==> src/rtl/mac_tile_mm.sv <==
// mac_tile_mm: systolic MAC tile supporting weight-stationary (WS) and
// output-stationary (OS) dataflows. Optional build macro MAC_TILE_SAT_EN
// enables signed saturation of the WS sum and the OS accumulator;
// without it both wrap modulo 2^psum_bw.
module mac_tile_mm #(
    parameter int bw      = 4,
    parameter int psum_bw = 16
) (
    input  logic               clk,
    input  logic               reset,
    input  logic               mode_select,
    input  logic [bw-1:0]      in_w,
    input  logic [2:0]         inst_w,
    input  logic [psum_bw-1:0] in_n,
    output logic [bw-1:0]      out_e,
    output logic [2:0]         inst_e,
    output logic [psum_bw-1:0] out_s,
    output logic               out_s_valid,
    output logic               busy
);

    typedef enum logic [1:0] {IDLE, WS_RUN, OS_RUN, OS_DRAIN} state_t;

    state_t               state_q, state_d;
    logic [bw-1:0]        a_q, a_d, b_q, b_d;
    logic [psum_bw-1:0]   c_q, c_d, acc_q, acc_d, out_s_q, out_s_d;
    logic                 exec_q, exec_d, load_ready_q, load_ready_d;
    logic                 valid_q, valid_d;
    logic [2:0]           inst_e_q, inst_e_d;

    logic signed [2*bw:0] a_ext, b_ext, prod_raw;
    logic [psum_bw-1:0]   prod, ws_sum, os_sum;
    logic                 ws_mode;

    // Two's-complement add of psum values; clamps to the signed range when saturation is built in
    function automatic logic [psum_bw-1:0] add_ps(input logic [psum_bw-1:0] x,
                                                  input logic [psum_bw-1:0] y);
        logic [psum_bw-1:0] s;
        s = x + y;
`ifdef MAC_TILE_SAT_EN
        if ((x[psum_bw-1] == y[psum_bw-1]) && (s[psum_bw-1] != x[psum_bw-1]))
            s = x[psum_bw-1] ? {1'b1, {(psum_bw-1){1'b0}}} : {1'b0, {(psum_bw-1){1'b1}}};
`endif
        return s;
    endfunction

    // Unsigned activation times signed weight, sign-extended to psum width
    always_comb begin
        a_ext    = {{bw{1'b0}}, a_q};
        b_ext    = {{(bw+1){b_q[bw-1]}}, b_q};
        prod_raw = a_ext * b_ext;
        prod     = psum_bw'(prod_raw);
        ws_sum   = add_ps(prod, c_q);
        os_sum   = add_ps(acc_q, exec_q ? prod : '0);
    end

    // Next-state logic; IDLE already performs the first operation of the mode it is leaving for
    always_comb begin
        state_d      = state_q;
        a_d          = a_q;
        b_d          = b_q;
        c_d          = in_n;
        acc_d        = acc_q;
        out_s_d      = out_s_q;
        exec_d       = 1'b0;
        load_ready_d = load_ready_q;
        valid_d      = 1'b0;
        inst_e_d     = inst_w;

        ws_mode = (state_q == WS_RUN) || ((state_q == IDLE) && !mode_select);

        if (ws_mode) begin
            if (inst_w[1] || inst_w[0])
                a_d = in_w;
            if (inst_w[0] && load_ready_q) begin
                b_d          = in_w;
                load_ready_d = 1'b0;
            end
            inst_e_d = {inst_w[2:1], inst_w[0] & ~load_ready_q};
        end

        case (state_q)
            IDLE: begin
                if (!mode_select) begin
                    if (inst_w[1:0] != 2'b00)
                        state_d = WS_RUN;
                end else if (inst_w[1]) begin
                    a_d     = in_w;
                    b_d     = in_n[bw-1:0];
                    exec_d  = 1'b1;
                    out_s_d = psum_bw'($signed(in_n[bw-1:0]));
                    state_d = OS_RUN;
                end
            end
            WS_RUN: begin
                if (inst_w == 3'b000)
                    state_d = IDLE;
            end
            OS_RUN: begin
                acc_d = os_sum;
                if (inst_w[2]) begin
                    out_s_d = os_sum;
                    valid_d = 1'b1;
                    state_d = OS_DRAIN;
                end else if (inst_w[1]) begin
                    a_d     = in_w;
                    b_d     = in_n[bw-1:0];
                    exec_d  = 1'b1;
                    out_s_d = psum_bw'($signed(in_n[bw-1:0]));
                end else if (inst_w == 3'b000) begin
                    state_d = IDLE;
                end
            end
            OS_DRAIN: begin
                if (inst_w[2]) begin
                    out_s_d = in_n;
                    valid_d = 1'b1;
                end else begin
                    acc_d   = '0;
                    state_d = IDLE;
                end
            end
            default: state_d = IDLE;
        endcase
    end

    // State and datapath registers with synchronous reset
    always_ff @(posedge clk) begin
        if (reset) begin
            state_q      <= IDLE;
            a_q          <= '0;
            b_q          <= '0;
            c_q          <= '0;
            acc_q        <= '0;
            out_s_q      <= '0;
            exec_q       <= 1'b0;
            load_ready_q <= 1'b1;
            valid_q      <= 1'b0;
            inst_e_q     <= '0;
        end else begin
            state_q      <= state_d;
            a_q          <= a_d;
            b_q          <= b_d;
            c_q          <= c_d;
            acc_q        <= acc_d;
            out_s_q      <= out_s_d;
            exec_q       <= exec_d;
            load_ready_q <= load_ready_d;
            valid_q      <= valid_d;
            inst_e_q     <= inst_e_d;
        end
    end

    assign out_e       = a_q;
    assign inst_e      = inst_e_q;
    assign out_s_valid = valid_q;
    assign busy        = (state_q != IDLE);
    assign out_s       = ((state_q == OS_RUN) || (state_q == OS_DRAIN)) ? out_s_q : ws_sum;

endmodule

==> config.mk <==
export PLATFORM = sky130hd
export DESIGN_NAME = mac_tile_mm
export DESIGN_NICKNAME = d
export VERILOG_FILES = /design/src/rtl/mac_tile_mm.sv
export SDC_FILE = /design/constraint.sdc
export NUM_CORES = 1
export LEC_CHECK = 0
export CORE_MARGIN = 2
export CORE_UTILIZATION = 57
export DETAILED_ROUTE_END_ITERATION = 10
export HOLD_SLACK_MARGIN = 0.03
export PLACE_DENSITY = 0.83
export SETUP_SLACK_MARGIN = 0.1
export SKIP_CTS_REPAIR_TIMING = 1
export SYNTH_ARGS = -nofsm -noshare
export SYNTH_HDL_FRONTEND = slang
export SYNTH_SLANG_ARGS = --single-unit
==> constraint.sdc <==
create_clock -name clk -period 7.8 [get_ports clk]
set_input_delay 1.17 -clock clk [delete_from_list [all_inputs] [get_ports clk]]
set_output_delay 1.17 -clock clk [all_outputs]
set_load 0.1 [all_outputs]
==> results of run 1 <==
[layer usage]
layer | track usage [%] | part of all wire (%) | routed length (um) | vias to the layer above
met4 | 8.46 | 1.6 | 181 | 0
li1 | - | - | - | 2088
met2 | 41.5 | 47 | 5230 | 158
met5 | 0 | 0 | 0 | -
met1 | 37.5 | 46 | 5170 | 1970
met3 | 4.51 | 5.6 | 627 | 17
[report_power, final]
part	total, W	internal, W	switching, W	leakage, nW
registers	0.000376	0.000352	0.0000240	0.527
clock network	0.000244	0.000127	0.000117	0.0842
logic	0.000513	0.000149	0.000364	1.72
[cell families after synthesis]
| logic type | Yosys count |
|---|---|
| AND/OR/NAND/NOR | 206 |
| buffers and inverters | 52 |
| XOR/XNOR | 27 |
| adder cells (fa/ha/maj) | 49 |
| AO/OA/AOI/OAI | 154 |
| multiplexers | 12 |
| flip-flops | 64 |
[worst max-delay path, delay by kind of cell (launching register included)]
family | cells | cell delay (ns)
AOI/OAI and AO/OA | 7 | 1.21
and+or+nand+nor | 2 | 0.29
xor gates and xnor gates | 1 | 0.27
adders and majority gates | 5 | 2.15
DFF | 1 | 0.37
buffers and inverters | 2 | 1.18
[worst max path at each step]
| stage | from | to | cells after the start |
|---|---|---|---|
| final | out_e[0] | out_s[9] | 17 |
| after global routing | out_e[0] | out_s[15] | 20 |
| after CTS | out_e[0] | out_s[9] | 17 |
| after detailed placement | out_e[0] | out_s[9] | 17 |
| after global placement | out_e[0] | out_s[9] | 17 |
| after floorplan | out_e[1] | out_s[7] | 15 |
[placed cells by master, fill, tap and decap left out, types with 10 or more instances in the layout]
cell / Yosys / routed
nor2b_1: 20 / 20
nor3_1: 23 / 23
clkbuf_8: 0 / 11
o21ai_0: 29 / 23
xor2_1: 10 / 10
ha_1: 42 / 42
a211oi_1: 12 / 12
a22oi_1: 19 / 19
inv_1: 22 / 22
a21oi_1: 36 / 36
dfxtp_1: 64 / 64
nor2_1: 73 / 73
xnor2_1: 16 / 16
a221o_1: 14 / 14
and2_1: 16 / 16
nand2_1: 37 / 37
clkdlybuf4s50_1: 0 / 42
[per-stage QoR]
step,area [um2],hold slack (ns),total power (W)
after floorplan,4570,0.444,0.000775
after global placement,5080,0.460,0.000881
after detailed placement,5080,0.478,0.000891
after CTS,5240,0.488,0.00113
after global routing,5240,0.519,0.00119
final,5240,0.490,0.00113
[final cells by class]
cell class,instances,area [um2]
clock inverters,1,5.00
inverters,23,88.8
clock buffers,12,155
flip-flops and latches,64,1280
repair buffers,52,493
multi-input cells,448,3090
fillers,631,2490
well taps,102,128
[cells in the mapped netlist, types with 6 or more instances]
| cell type | n | area, um2 |
|---|---|---|
| inv_1 | 22 | 82.6 |
| o21ai_0 | 29 | 145 |
| nor2b_1 | 20 | 125 |
| fa_1 | 7 | 140 |
| a21o_1 | 9 | 67.6 |
| a211oi_1 | 12 | 90.1 |
| a221o_1 | 14 | 140 |
| nor3_1 | 23 | 115 |
| and2_1 | 16 | 100 |
| nor2_1 | 73 | 274 |
| o21bai_1 | 6 | 45.0 |
| nand2_1 | 37 | 139 |
| ha_1 | 42 | 526 |
| xnor2_1 | 16 | 140 |
| nand2b_1 | 7 | 43.8 |
| xor2_1 | 10 | 87.6 |
| clkbuf_1 | 26 | 97.6 |
| a21oi_1 | 36 | 180 |
| mux2i_1 | 9 | 90.1 |
| dfxtp_1 | 64 | 1280 |
| nand3_1 | 7 | 35.0 |
| a22oi_1 | 19 | 143 |
[state kept, by name, summed over array words and instances, names as in the netlist, 2 cells and up]
name and flops:
acc_q 16, c_q 16, out_s_q 16, b_q 4
out_e 4, inst_e 3, state_q 2
==> out/results.ini, run 1 <==
[run_status]
status=finished, final reports clean

[synthesis]
synth_area_per_cell_um2=8.10
syn_inst=564
yosysSeqAreaShare_pct=28.1
ys_async_sr_fraction_pct=0
synth_flop_cell=dfxtp_1
synth_enable_flop_cells=0
synth-simple-area-share_pct=21.9
synth_top_family_by_area=compound AO/OA/AOI/OAI gates
syn_nets=639
ys_warn_count=0
synth.distinct_cells=58
synth_fa_ha_area_share_pct=14.6
netlist_area_um2=4570
synth-seq-cells=64
synthMuxAreaShare_pct=2.71
synthXorXnorAreaFrac_pct=5.34
synth_compound_area_share_pct=23.1

[place]
port_buffers=50
gp_congestion=0.904
preCtsSetupSlack_ns=1.23
hpwl_um=8410
dp_cells=689

[sta]
final.min_clock_period_ns=6.99
finClkSkew_ns=0.00575
hold_viol=0
tns_ns=0
max_freq_mhz=143
period_share_pct=89.6
rsz0062_at_grt=false
finalMaxSlewViolations=0
fin_ws_ns=0.808
finalSetupViolations=0
max_slew_margin_pct=21.1
tightest_slew_ns=1.18

[worst_hold_path]
min_path_type=register to register
min_path_cells=1
hold_path_end=inst_e[0]
hp-start=load_ready_q

[final_layout]
final_cell_count_no_fill=702
fin_util_pct=67.8
area_growth_pct=14.8
n_antenna_cell=0
drive_gt1_share_pct=5.50
nets=673

[clocking]
clkLatencyLatePin_ns=0.34
cts-buffers-inserted=9
cts_max_level=3
cts.sinks=64
path_clk_slew_ns=0.07
clock_tree.buffer_depth=2
root_buffer=clkbuf_8
tritoncts=built

[critical_path]
cp_slowest_stage_delay_ns=1.14
r2r-end=acc_q[13]
start_kind=register
crit_type=register to output pin
cp_max_fo=9
crit_chain=nand2b_1, fa_1, fa_1, fa_1, inv_1, ha_1, a211oi_2, o21bai_1, a21oi_2, xnor2_2, ha_1, a21oi_1, o22ai_1, a21oi_1, nand2_1, o21ai_1, clkdlybuf4s50_1
reg2reg_from=out_e[0]
crit_slowest_cell=clkdlybuf4s50_1
cp.required_ns=6.63
timing.critical_path.arrival_ns=5.82
worstSetupEndpointType=output pin
rrSetupSlack_ns=1.57
crit_path_frequent_cell=fa_1
reg2regPathDepth=23

[floorplan]
rows=32
die_h_um=93.5
die_x_um=93.5
core_um2=7730
die-area_um2=8740
io_pins=51
start_util_pct=59.1

[power]
power_density_nw_per_um2=216
irDropWorstVdd_mv=0.0965
p_leak_nw=2.33

[routing]
wl_per_cell_um=16.0
drcViolationCount=0
first_iter_violations=250
via_per_inst=6.03
dr.pass1.iters=5
wirelength_um=11200
ant_nets=0
dr_total_vias=4233

[global_routing]
grt_max_degree=69
grtUsageTotal_pct=26.6
antenna_found_initial=0
grt_overflow=0
grt_pass1_wl_um=18600
grt_pass1_vias=3940

[job]
maxCapViolCount=0

Power figures use the tool's default switching activity.
==> inputs of run 2 (changes only) <==
--- a/config.mk
+++ b/config.mk
@@ -8,7 +8,7 @@
 export CORE_MARGIN = 2
 export CORE_UTILIZATION = 57
 export DETAILED_ROUTE_END_ITERATION = 10
-export HOLD_SLACK_MARGIN = 0.03
+export HOLD_SLACK_MARGIN = 0.15
 export PLACE_DENSITY = 0.83
 export SETUP_SLACK_MARGIN = 0.1
 export SKIP_CTS_REPAIR_TIMING = 1
==> results of run 2 <==
No change in the layout: final DEF, timing and power equal those of run 1.
==> inputs of run 3 (changes only) <==
--- a/config.mk
+++ b/config.mk
@@ -5,11 +5,13 @@
 export SDC_FILE = /design/constraint.sdc
 export NUM_CORES = 1
 export LEC_CHECK = 0
+export ABC_AREA = 1
+export CAP_MARGIN = 20
 export CORE_MARGIN = 2
-export CORE_UTILIZATION = 57
+export CORE_UTILIZATION = 45
 export DETAILED_ROUTE_END_ITERATION = 10
 export HOLD_SLACK_MARGIN = 0.15
-export PLACE_DENSITY = 0.83
+export PLACE_DENSITY = 0.68
 export SETUP_SLACK_MARGIN = 0.1
 export SKIP_CTS_REPAIR_TIMING = 1
 export SYNTH_ARGS = -nofsm -noshare
==> run 3 against run 2 <==
Against the previous run: synthesized area increased by 2.5%; sequential share of layout area decreased by 1.1 points; global-route usage decreased by 1.3 points; combinational power increased by 51%; clock power increased by 20%; via count increased by 11%; hold slack got worse by 0.017 ns; power increased by 29%; wire length increased by 20%; sequential power increased by 5%; maximum frequency decreased by 0.95%; critical path type unchanged; critical endpoint is now out_s[14]; highest routed layer unchanged.
==> out/results.ini, run 3 <==
[routing]
drcViolationCount=0  ; unchanged
wirelength_um=13500  ; was 11200 um
first_iter_violations=259  ; was 250
dr_total_vias=4713  ; was 4233
met1Wirelength_um=5820  ; was 5170 um
dr.pass1.iters=5  ; unchanged
wl_met3_um=771  ; was 627 um
via_per_inst=5.41  ; was 6.03
met2_length_um=6500  ; was 5230 um
wl_per_cell_um=15.5  ; was 16.0 um
ant_nets=0  ; unchanged
topRoutingLayerUsed=met4  ; unchanged

[synthesis]
ys_warn_count=0  ; unchanged
syn_inst=685  ; was 564
synth.distinct_cells=40  ; was 58
synth-seq-cells=64  ; unchanged
ys_async_sr_fraction_pct=0  ; unchanged
synth_flop_cell=dfxtp_1  ; unchanged
synth_area_per_cell_um2=6.84  ; was 8.10 um2
yosysTopAreaCell=dfxtp_1  ; unchanged
synthTopCellsByCount=nand2_1 (150), inv_1 (106), dfxtp_1 (64)  ; was nor2_1 (73), dfxtp_1 (64), ha_1 (42)
yosysMostFrequentCell=nand2_1  ; was nor2_1
netlist_area_um2=4680  ; was 4570 um2
yosysSeqAreaShare_pct=27.4  ; was 28.1%
synth_top_cells_by_area=dfxtp_1 (27%), nand2_1 (12%), ha_1 (11%), inv_1 (8.5%), a21oi_1 (6.5%)  ; was dfxtp_1 (28%), ha_1 (12%), nor2_1 (6.0%), a21oi_1 (3.9%), o21ai_0 (3.2%)
syn_nets=760  ; was 639
synth_top_cell_area_share_pct=27.4  ; was 28.1%
synth_enable_flop_cells=0  ; unchanged

[power]
power_frac_seq_pct=27.1  ; was 33.2%
p_int_w=0.000710  ; was 0.000629 W
switching_power_w=0.000751  ; was 0.000505 W
combPwrFrac_pct=53.0  ; was 45.3%
clkPwrFrac_pct=20.0  ; was 21.5%
power_density_nw_per_um2=267  ; was 216 nW/um2
irDropWorstVdd_mv=0.165  ; was 0.0965 mV
p_leak_nw=2.72  ; was 2.33 nW
power_w=0.00146  ; was 0.00113 W
switching_share_pct=51.4  ; was 44.5%

[place]
hpwl_um=10100  ; was 8410 um
port_buffers=50  ; unchanged
gp_congestion=0.955  ; was 0.904
placed_area_um2=5290  ; was 5080 um2
dp_cells=855  ; was 689

[critical_path]
cp_max_fo=5  ; was 9
crit_slowest_cell=clkdlybuf4s50_1  ; unchanged
crit_chain=nand2_1, fa_1, fa_1, fa_1, inv_1, ha_1, inv_1, fa_1, nor2_1, o21ai_0, nand2_1, xnor2_1, inv_1, ha_1, a21oi_1, o21ai_0, a21oi_1, nand2_1, or2_2, nand3_1, nand2_1, clkdlybuf4s50_1  ; was nand2b_1, fa_1, fa_1, fa_1, inv_1, ha_1, a211oi_2, o21bai_1, a21oi_2, xnor2_2, ha_1, a21oi_1, o22ai_1, a21oi_1, nand2_1, o21ai_1, clkdlybuf4s50_1
reg2regPathDepth=22  ; was 23
rrSetupSlack_ns=2.84  ; was 1.57 ns
crit_type=register to output pin  ; unchanged
cp.required_ns=6.63  ; about the same
worstPathBufferInverterCount=4  ; was 2
reg2reg_from=b_q[3]  ; was out_e[0]
start_kind=register  ; unchanged
timing.critical_path.arrival_ns=5.89  ; was 5.82 ns
cp_top_family=adder cells  ; unchanged
cp_slowest_stage_delay_ns=0.96  ; was 1.14 ns
worstSetupEndpointType=output pin  ; unchanged
r2r-end=out_s_q[12]  ; was acc_q[13]

[clocking]
cts_max_level=3  ; unchanged
cts-buffers-inserted=9  ; unchanged
tritoncts=built  ; unchanged
root_buffer=clkbuf_8  ; unchanged
cts.sinks=64  ; unchanged
clock_tree.buffer_depth=2  ; unchanged
clkLatencyLatePin_ns=0.35  ; was 0.34 ns
path_clk_slew_ns=0.08  ; was 0.07 ns

[floorplan]
io_pins=51  ; unchanged
core_um2=10200  ; was 7730 um2
die_x_um=106  ; was 93.5 um
start_util_pct=45.8  ; was 59.1%
die-area_um2=11200  ; was 8740 um2
die_h_um=106  ; was 93.5 um
rows=37  ; was 32

[global_routing]
grtUsageTotal_pct=25.3  ; was 26.6%
grt_pass1_wl_um=22400  ; was 18600 um
grt_overflow=0  ; unchanged
grt_pass1_vias=4626  ; was 3940
antenna_found_initial=0  ; unchanged
grt_max_degree=42  ; was 69

[final_layout]
final_cell_mix=nand2_1 (150), inv_1 (106), dfxtp_1 (64), a21oi_1 (61), nor2_1 (56)  ; was nor2_1 (73), dfxtp_1 (64), ha_1 (42), clkdlybuf4s50_1 (42), nand2_1 (37)
final_cell_count_no_fill=871  ; was 702
drive_gt1_share_pct=7.76  ; was 5.50%
final_common_cell=nand2_1  ; was nor2_1
largestRegisters=acc_q x16, c_q x16, out_s_q x16  ; unchanged
n_antenna_cell=0  ; unchanged
area_growth_pct=17.1  ; was 14.8%
nets=805  ; was 673
fin_area_um2=5480  ; was 5240 um2

[sta]
final.min_clock_period_ns=7.06  ; was 6.99 ns
rsz0062_at_grt=false  ; unchanged
finalMaxSlewViolations=0  ; unchanged
period_share_pct=90.5  ; was 89.6%
tns_ns=0  ; unchanged
finalSetupViolations=0  ; unchanged
finClkSkew_ns=0.0110  ; was 0.00575 ns
max_freq_mhz=142  ; was 143 MHz
hold_viol=0  ; unchanged
tightest_slew_ns=1.05  ; was 1.18 ns
max_slew_margin_pct=29.5  ; was 21.1%

[worst_hold_path]
hp-start=acc_q[12]  ; was load_ready_q
min_path_cells=2  ; was 1
min_path_type=register to register  ; unchanged
hold_path_end=acc_q[12]  ; was inst_e[0]

[job]
maxCapViolCount=0  ; unchanged

[run_status]
status=finished, final reports clean  ; unchanged

## run 3: cell count changes after synthesis, moves of 13 or more
cell,before,now
nand2_1,37,150
inv_1,22,106
a21oi_1,36,61
nand3_1,7,29
nor2b_1,20,0
a22oi_1,19,0
nor3_1,23,4
nor2_1,73,56
and2_1,16,0
o21ai_0,29,45
a221o_1,14,1
## run 3: kinds of logic (layout without fill, tap and decap cells)
family | count (synthesis) | count (layout) | share of synthesized area [%]
AND/OR/NAND/NOR | 267 | 267 | 24.6
flip-flops | 64 | 64 | 27.4
AO/OA/AOI/OAI | 154 | 154 | 19.2
buffers and inverters | 130 | 180 | 10.7
adder cells (fa/ha/maj) | 49 | 49 | 14.2
XOR/XNOR | 21 | 21 | 3.93
## run 3: how the worst max path moves through the flow
stage | cells after the start | from | slack, ns | end
2_1_floorplan | 16 | out_e[1] | 0.20 | out_s[7]
3_3_place_gp | 22 | b_q[3] | 1.26 | out_s[14]
3_5_place_dp | 22 | b_q[3] | 1.16 | out_s[14]
4_1_cts | 22 | b_q[3] | 0.76 | out_s[14]
5_1_grt | 22 | out_e[1] | 0.28 | out_s[14]
6_report | 22 | b_q[3] | 0.74 | out_s[14]
## run 3: stage by stage
stage | hold WS (ns) | worst slack (ns) | utilization (%)
after floorplan | 0.445 | 0.201 | -
after global placement | 0.455 | 1.26 | 51.7
after detailed placement | 0.461 | 1.16 | 51.7
after CTS | 0.475 | 0.762 | 53.6
after global routing | 0.499 | 0.277 | 53.6
final | 0.473 | 0.741 | 53.6
## run 3: per-layer routing
| metal | vias up | track usage [%] |
|---|---|---|
| met2 | 132 | 43.8 |
| met3 | 29 | 5.09 |
| met1 | 2225 | 31.1 |
| met5 | - | 0 |
| li1 | 2327 | - |
| met4 | 0 | 8.74 |
## run 3: worst reg2reg max path, cell delays in order, from the launching register on
cell      delay [ns]
dfxtp_1         0.41
nand2_1         0.11
fa_1            0.52
fa_1            0.57
fa_1            0.42
inv_1           0.07
ha_1            0.16
inv_1           0.08
fa_1            0.39
nor2_1          0.19
o21ai_0         0.12
nand2_1         0.08
xnor2_1         0.16
nor2_1          0.10
ha_1            0.37
nand2_1         0.07
o21ai_0         0.34
nand3_2         0.13
nand2_2         0.12
nand2_1         0.08
nand3b_1        0.10
nand3_1         0.13
a21oi_1         0.16
## run 3: area by class of cell
class,count,area (um2)
Clock buffer,9,124
Clock inverter,7,72.6
Fill cell,1027,4750
Inverter,110,413
Multi-Input combinational cell,491,2910
Sequential cell,64,1280
Tap cell,136,170
Timing Repair Buffer,54,518
## run 3: power groups by stage
stage | registers [W] | logic [W] | clock network (W)
after global routing | 0.000400 | 0.000831 | 0.000314
after global placement | 0.000400 | 0.000767 | 0
final | 0.000395 | 0.000775 | 0.000292
after detailed placement | 0.000402 | 0.000770 | 0
after CTS | 0.000395 | 0.000773 | 0.000296
after floorplan | 0.000426 | 0.000561 | 0
